==> src/rtl/flow_ctrl.sv <==
// flow_ctrl: pipeline stall/flush/redirect controller for load-use,
// EX jumps and data-memory wait states with timeout and perf counters.
module flow_ctrl #(
  parameter int unsigned MEM_TIMEOUT = 16
) (
  input  logic        clk,
  input  logic        rst_n,
  input  logic [4:0]  id_rs1_raddr_i,
  input  logic [4:0]  id_rs2_raddr_i,
  input  logic        id_rs1_re_i,
  input  logic        id_rs2_re_i,
  input  logic [4:0]  idex_reg_waddr_i,
  input  logic        idex_reg_we_i,
  input  logic        idex_mtype_i,
  input  logic        idex_mem_rw_i,
  input  logic        ex_jump_flag_i,
  input  logic [31:0] ex_jump_pc_i,
  input  logic        exmem_mem_req_i,
  input  logic        dmem_ready_i,
  output logic        fc_stall_pc_o,
  output logic        fc_stall_ifid_o,
  output logic        fc_stall_idex_o,
  output logic        fc_stall_exmem_o,
  output logic        fc_flush_ifid_o,
  output logic        fc_flush_idex_o,
  output logic        fc_flush_exmem_o,
  output logic        fc_jump_flag_o,
  output logic [31:0] fc_jump_pc_o,
  output logic        fc_mem_err_o,
  output logic [31:0] fc_stall_cnt_o,
  output logic [31:0] fc_jump_cnt_o
);

  typedef enum logic [1:0] {
    RUN      = 2'd0,
    MEM_WAIT = 2'd1,
    MEM_ERR  = 2'd2
  } state_t;

  localparam logic [7:0] TMO = 8'(MEM_TIMEOUT);

  state_t      r_state;
  state_t      w_state_nxt;
  logic [7:0]  r_wait_cnt;
  logic [7:0]  w_wait_nxt;
  logic [7:0]  w_wait_inc;
  logic        w_memwait;
  logic        w_loaduse;
  logic        w_rs1_hit;
  logic        w_rs2_hit;

  assign w_wait_inc = r_wait_cnt + 8'd1;

  assign w_memwait =
    ((r_state == RUN) & exmem_mem_req_i & ~dmem_ready_i) |
    ((r_state == MEM_WAIT) & ~dmem_ready_i);

  assign w_rs1_hit = id_rs1_re_i &
    (id_rs1_raddr_i == idex_reg_waddr_i);
  assign w_rs2_hit = id_rs2_re_i &
    (id_rs2_raddr_i == idex_reg_waddr_i);

  assign w_loaduse = idex_mtype_i & ~idex_mem_rw_i &
    idex_reg_we_i & (idex_reg_waddr_i != 5'd0) &
    (w_rs1_hit | w_rs2_hit);

  always_comb begin
    w_state_nxt = r_state;
    w_wait_nxt  = r_wait_cnt;
    unique case (r_state)
      RUN: begin
        if (exmem_mem_req_i & ~dmem_ready_i) begin
          w_state_nxt = MEM_WAIT;
          w_wait_nxt  = 8'd1;
        end
      end
      MEM_WAIT: begin
        if (dmem_ready_i) begin
          w_state_nxt = RUN;
          w_wait_nxt  = 8'd0;
        end else begin
          w_wait_nxt = w_wait_inc;
          if (w_wait_inc == TMO)
            w_state_nxt = MEM_ERR;
        end
      end
      MEM_ERR: begin
        w_state_nxt = RUN;
        w_wait_nxt  = 8'd0;
      end
      default: begin
        w_state_nxt = RUN;
        w_wait_nxt  = 8'd0;
      end
    endcase
  end

  // Strict priority: timeout drop, memory wait, jump, load-use.
  always_comb begin
    fc_stall_pc_o    = 1'b0;
    fc_stall_ifid_o  = 1'b0;
    fc_stall_idex_o  = 1'b0;
    fc_stall_exmem_o = 1'b0;
    fc_flush_ifid_o  = 1'b0;
    fc_flush_idex_o  = 1'b0;
    fc_flush_exmem_o = 1'b0;
    fc_jump_flag_o   = 1'b0;
    fc_mem_err_o     = 1'b0;
    if (r_state == MEM_ERR) begin
      fc_stall_pc_o    = 1'b1;
      fc_stall_ifid_o  = 1'b1;
      fc_stall_idex_o  = 1'b1;
      fc_flush_exmem_o = 1'b1;
      fc_mem_err_o     = 1'b1;
    end else if (w_memwait) begin
      fc_stall_pc_o    = 1'b1;
      fc_stall_ifid_o  = 1'b1;
      fc_stall_idex_o  = 1'b1;
      fc_stall_exmem_o = 1'b1;
    end else if (ex_jump_flag_i) begin
      fc_jump_flag_o  = 1'b1;
      fc_flush_ifid_o = 1'b1;
      fc_flush_idex_o = 1'b1;
    end else if (w_loaduse) begin
      fc_stall_pc_o   = 1'b1;
      fc_stall_ifid_o = 1'b1;
      fc_flush_idex_o = 1'b1;
    end
  end

  assign fc_jump_pc_o = fc_jump_flag_o ? ex_jump_pc_i : 32'd0;

  always_ff @(posedge clk or negedge rst_n) begin
    if (!rst_n) begin
      r_state    <= RUN;
      r_wait_cnt <= 8'd0;
    end else begin
      r_state    <= w_state_nxt;
      r_wait_cnt <= w_wait_nxt;
    end
  end

  always_ff @(posedge clk or negedge rst_n) begin
    if (!rst_n) begin
      fc_stall_cnt_o <= 32'd0;
      fc_jump_cnt_o  <= 32'd0;
    end else begin
      if (fc_stall_pc_o && (fc_stall_cnt_o != 32'hFFFF_FFFF))
        fc_stall_cnt_o <= fc_stall_cnt_o + 32'd1;
      if (fc_jump_flag_o && (fc_jump_cnt_o != 32'hFFFF_FFFF))
        fc_jump_cnt_o <= fc_jump_cnt_o + 32'd1;
    end
  end

endmodule

==> config.mk <==
export PLATFORM = sky130hd
export DESIGN_NAME = flow_ctrl
export DESIGN_NICKNAME = d
export VERILOG_FILES = /design/src/rtl/flow_ctrl.sv
export SDC_FILE = /design/constraint.sdc
export NUM_CORES = 1
export LEC_CHECK = 0
export ABC_AREA = 1
export CELL_PAD_IN_SITES_DETAIL_PLACEMENT = 1
export CELL_PAD_IN_SITES_GLOBAL_PLACEMENT = 1
export CORE_ASPECT_RATIO = 2
export CORE_MARGIN = 3
export CORE_UTILIZATION = 35
export DETAILED_ROUTE_END_ITERATION = 16
export PLACE_DENSITY = 0.86
export SYNTH_ARGS = -nofsm -noshare
export SYNTH_HDL_FRONTEND = slang
export SYNTH_SLANG_ARGS = --single-unit
==> constraint.sdc <==
create_clock -name clk -period 3 [get_ports clk]
set_clock_uncertainty 0.15 [all_clocks]
set_input_delay 0.45 -clock clk [delete_from_list [all_inputs] [get_ports clk]]
set_output_delay 0.45 -clock clk [all_outputs]
set_load 0.02 [all_outputs]
==> results.json <==
{
  "worst-path-buf-inv": 4,
  "irDropWorstVdd_mv": 0.257,
  "ys_seq_area_frac": 0.349,
  "timing.final.crit_share": 0.971,
  "async_flop_share": 1.00,
  "setup_tns_ns": 0,
  "r2r-start": "fc_jump_cnt_o[11]$_DFFE_PN0P_",
  "start_kind": "input port",
  "crit_type": "input port to primary output",
  "grt_overflow": 0,
  "r2r_cells": 9,
  "clk_latency_ns": 0.33,
  "rsz0062_at_grt": "false",
  "cts_tree": "yes",
  "crit_arrival_ns": 2.31,
  "boundaryPins": 162,
  "yosysTopAreaCell": "dfrtp_1",
  "drive_gt1_frac": 0.0439,
  "hold_class": "input port to async pin",
  "num_rows": 63,
  "dp_hpwl_mm": 17.0,
  "antenna_cells": 0,
  "syn_inst": 835,
  "synth_nets": 895,
  "place_congestion": 0.942,
  "start_util": 0.358,
  "clk_pin_slew_worst_paths_ns": 0.06,
  "via_count": 6060,
  "dpl-instance-area_mm2": 0.00715,
  "crit_slowest_cell": "clkdlybuf4s50_1",
  "final_max_slew_viol_count": 0,
  "path_cells": "clkdlybuf4s50_1, inv_1, nand3_2, nand2_1, nor2_2, nand2_2, buf_12, nor2_1, clkdlybuf4s50_1",
  "ys_types": 28,
  "fillers": 2021,
  "max_freq_ghz": 0.343,
  "grt_pass1_wl_mm": 33.8,
  "grtUsageTotal": 0.260,
  "finalSetupViolCount": 0,
  "p_leak_uw": 0.00401,
  "fin_crit_ns": 2.91,
  "die_w_um": 93.0,
  "cts_inserted_buffers": 9,
  "synth_top_area_share": 0.349,
  "wl_per_cell_um": 17.6,
  "syn_area_per_cell_um2": 6.35,
  "worst_r2r_endpoint": "fc_jump_cnt_o[1]$_DFFE_PN0P_",
  "cts_buffer_depth": 2,
  "yosys_warnings": 0,
  "postRouteAntennaNets": 0,
  "numClockSinks": 74,
  "max_cap_viol_count": 0,
  "grt_pass1_vias": 6685,
  "area_delta_synth_final_pct": 42.5,
  "synth_area_leaders": "dfrtp_1, nand2_1, nor2_1",
  "syn_area_mm2": 0.00530,
  "status": "completed",
  "die_h_um": 180,
  "via_per_inst": 5.06,
  "remaining_drc_errors": 0,
  "end_kind": "primary output",
  "drt-total-wl_mm": 21.1,
  "tightestPinTransition_ns": 0.716,
  "ctsRootBufferMaster": "clkbuf_16",
  "final_area_mm2": 0.00755,
  "p_per_area_mw_per_mm2": 439,
  "required_ns": 2.40,
  "worst_path_most_repeated_cell": "clkdlybuf4s50_1",
  "coreArea_mm2": 0.0148,
  "finalHoldViolCount": 0,
  "port-buffer-count": 161,
  "critical-path-top-delay-family": "buffers and inverters",
  "drt-initial-drc-count": 229,
  "path_max_fanout": 44,
  "synth_edf_count": 0,
  "drt_pass1_iterations": 4,
  "cp_slowest_stage_delay_ns": 0.61,
  "ys_seq_elements": 74,
  "layout.nets": 1057,
  "hold_buffers": 0,
  "die-area_mm2": 0.0167,
  "rrSetupSlack_ns": 0.51,
  "grt_max_degree": 49,
  "synth_top_flop_cell": "dfrtp_1",
  "slew_headroom": 0.523,
  "cts_setup_buffers": 0,
  "htree_levels": 3,
  "grt_antenna_before_repair": 0
}
-- kinds of logic (layout without fill, tap and decap cells) --
kind of cell | after synthesis | in the layout | share of synthesized area
flip-flops | 74 | 74 | 0.349
adder cells (fa/ha/maj) | 3 | 3 | 0.00708
AND/OR/NAND/NOR | 568 | 568 | 0.451
buffers and inverters | 123 | 290 | 0.0977
XOR/XNOR | 41 | 41 | 0.0677
AO/OA/AOI/OAI | 26 | 26 | 0.0271
-- worst register-to-register path: stages (launching register included) --
cell and delay (ns):
dfrtp_1 0.51, nand2_1 0.13, nor3_1 0.46, nand2_1 0.14, nor2_1 0.22, nand2_1 0.08
nand2_1 0.11, inv_2 0.12, buf_12 0.18, o21ai_0 0.27
-- Yosys cell counts (all sizes together), types with 8 or more instances --
master	instances
buf	21
o21ai	21
inv	98
xnor2	8
nand4	36
nand3b	18
nor2	131
xor2	33
nor3	24
nand2	333
nand3	26
dfrtp	74
-- cell usage in the layout, fill, tap and decap left out, types with 2 or more instances in the layout --
master | Yosys | final
nand4_1 | 35 | 35
buf_12 | 0 | 3
clkdlybuf4s50_1 | 0 | 126
ha_1 | 3 | 3
o21ai_1 | 5 | 5
nand3_1 | 22 | 22
buf_4 | 8 | 13
nor2_1 | 129 | 129
nand2_1 | 332 | 332
inv_2 | 3 | 3
xor2_1 | 33 | 33
nor2_2 | 2 | 2
inv_1 | 95 | 95
o21ai_0 | 16 | 16
bufinv_16 | 0 | 2
nand3b_1 | 18 | 18
clkbuf_16 | 0 | 9
clkinvlp_4 | 0 | 2
nor3_1 | 23 | 23
a32o_1 | 2 | 2
nand3_2 | 4 | 4
dlymetal6s2s_1 | 0 | 33
dfrtp_1 | 74 | 74
clkinv_2 | 0 | 2
xnor2_1 | 8 | 8
-- per-layer routing --
metal	track usage	share of wire
met5	0	0
met4	0.175	0.076
met3	0.0284	0.020
met2	0.506	0.58
met1	0.241	0.33
-- worst max-delay path by stage --
stage	start	cells past startpoint	endpoint
finish	dmem_ready_i	9	fc_jump_pc_o[7]
global route	dmem_ready_i	9	fc_jump_pc_o[7]
CTS	idex_reg_waddr_i[1]	10	fc_stall_pc_o
detailed placement	idex_reg_waddr_i[1]	10	fc_stall_ifid_o
global placement	idex_reg_waddr_i[1]	10	fc_stall_ifid_o
floorplan	dmem_ready_i	8	fc_jump_pc_o[10]
-- final cells by class --
type	instances	area [µm²]	area share
Inverter	98	368	0.0487
Tap cell	195	244	0.0323
Timing Repair Buffer	176	1840	0.244
Clock inverter	7	93.8	0.0124
Sequential cell	74	1850	0.245
Multi-Input combinational cell	638	2930	0.388
Clock buffer	9	225	0.0298
-- metrics by stage --
step,total power (µW),utilization,hold WS (ns),worst slack (ns),std cells
after floorplan,1670,-,0.00441,0.712,835
after global placement,2120,0.483,0.348,0.0404,1181
after detailed placement,2170,0.483,0.382,-0.00991,1181
after CTS,3370,0.504,0.0293,0.00725,1197
after global routing,3490,0.510,0.0510,0.00586,1197
final,3320,0.510,0.0154,0.0872,1197
-- registers in the layout, summed over array words and instances (netlist names) --
| name | cells |
|---|---|
| fc_stall_cnt_o | 32 |
| r_wait_cnt | 8 |
| r_state | 2 |
| fc_jump_cnt_o | 32 |
-- timing repair --
item | 4_1_cts | 5_1_grt
endpoints found under the setup margin | 2 | 33
resized for setup | 1 | 33
pin swaps | 0 | 0
-- where the power goes --
part,switching (µW),internal [µW],total (µW)
sequential,130,1080,1210
clock,450,727,1180
combinational,527,397,925
(Power assumes the default switching activity.)
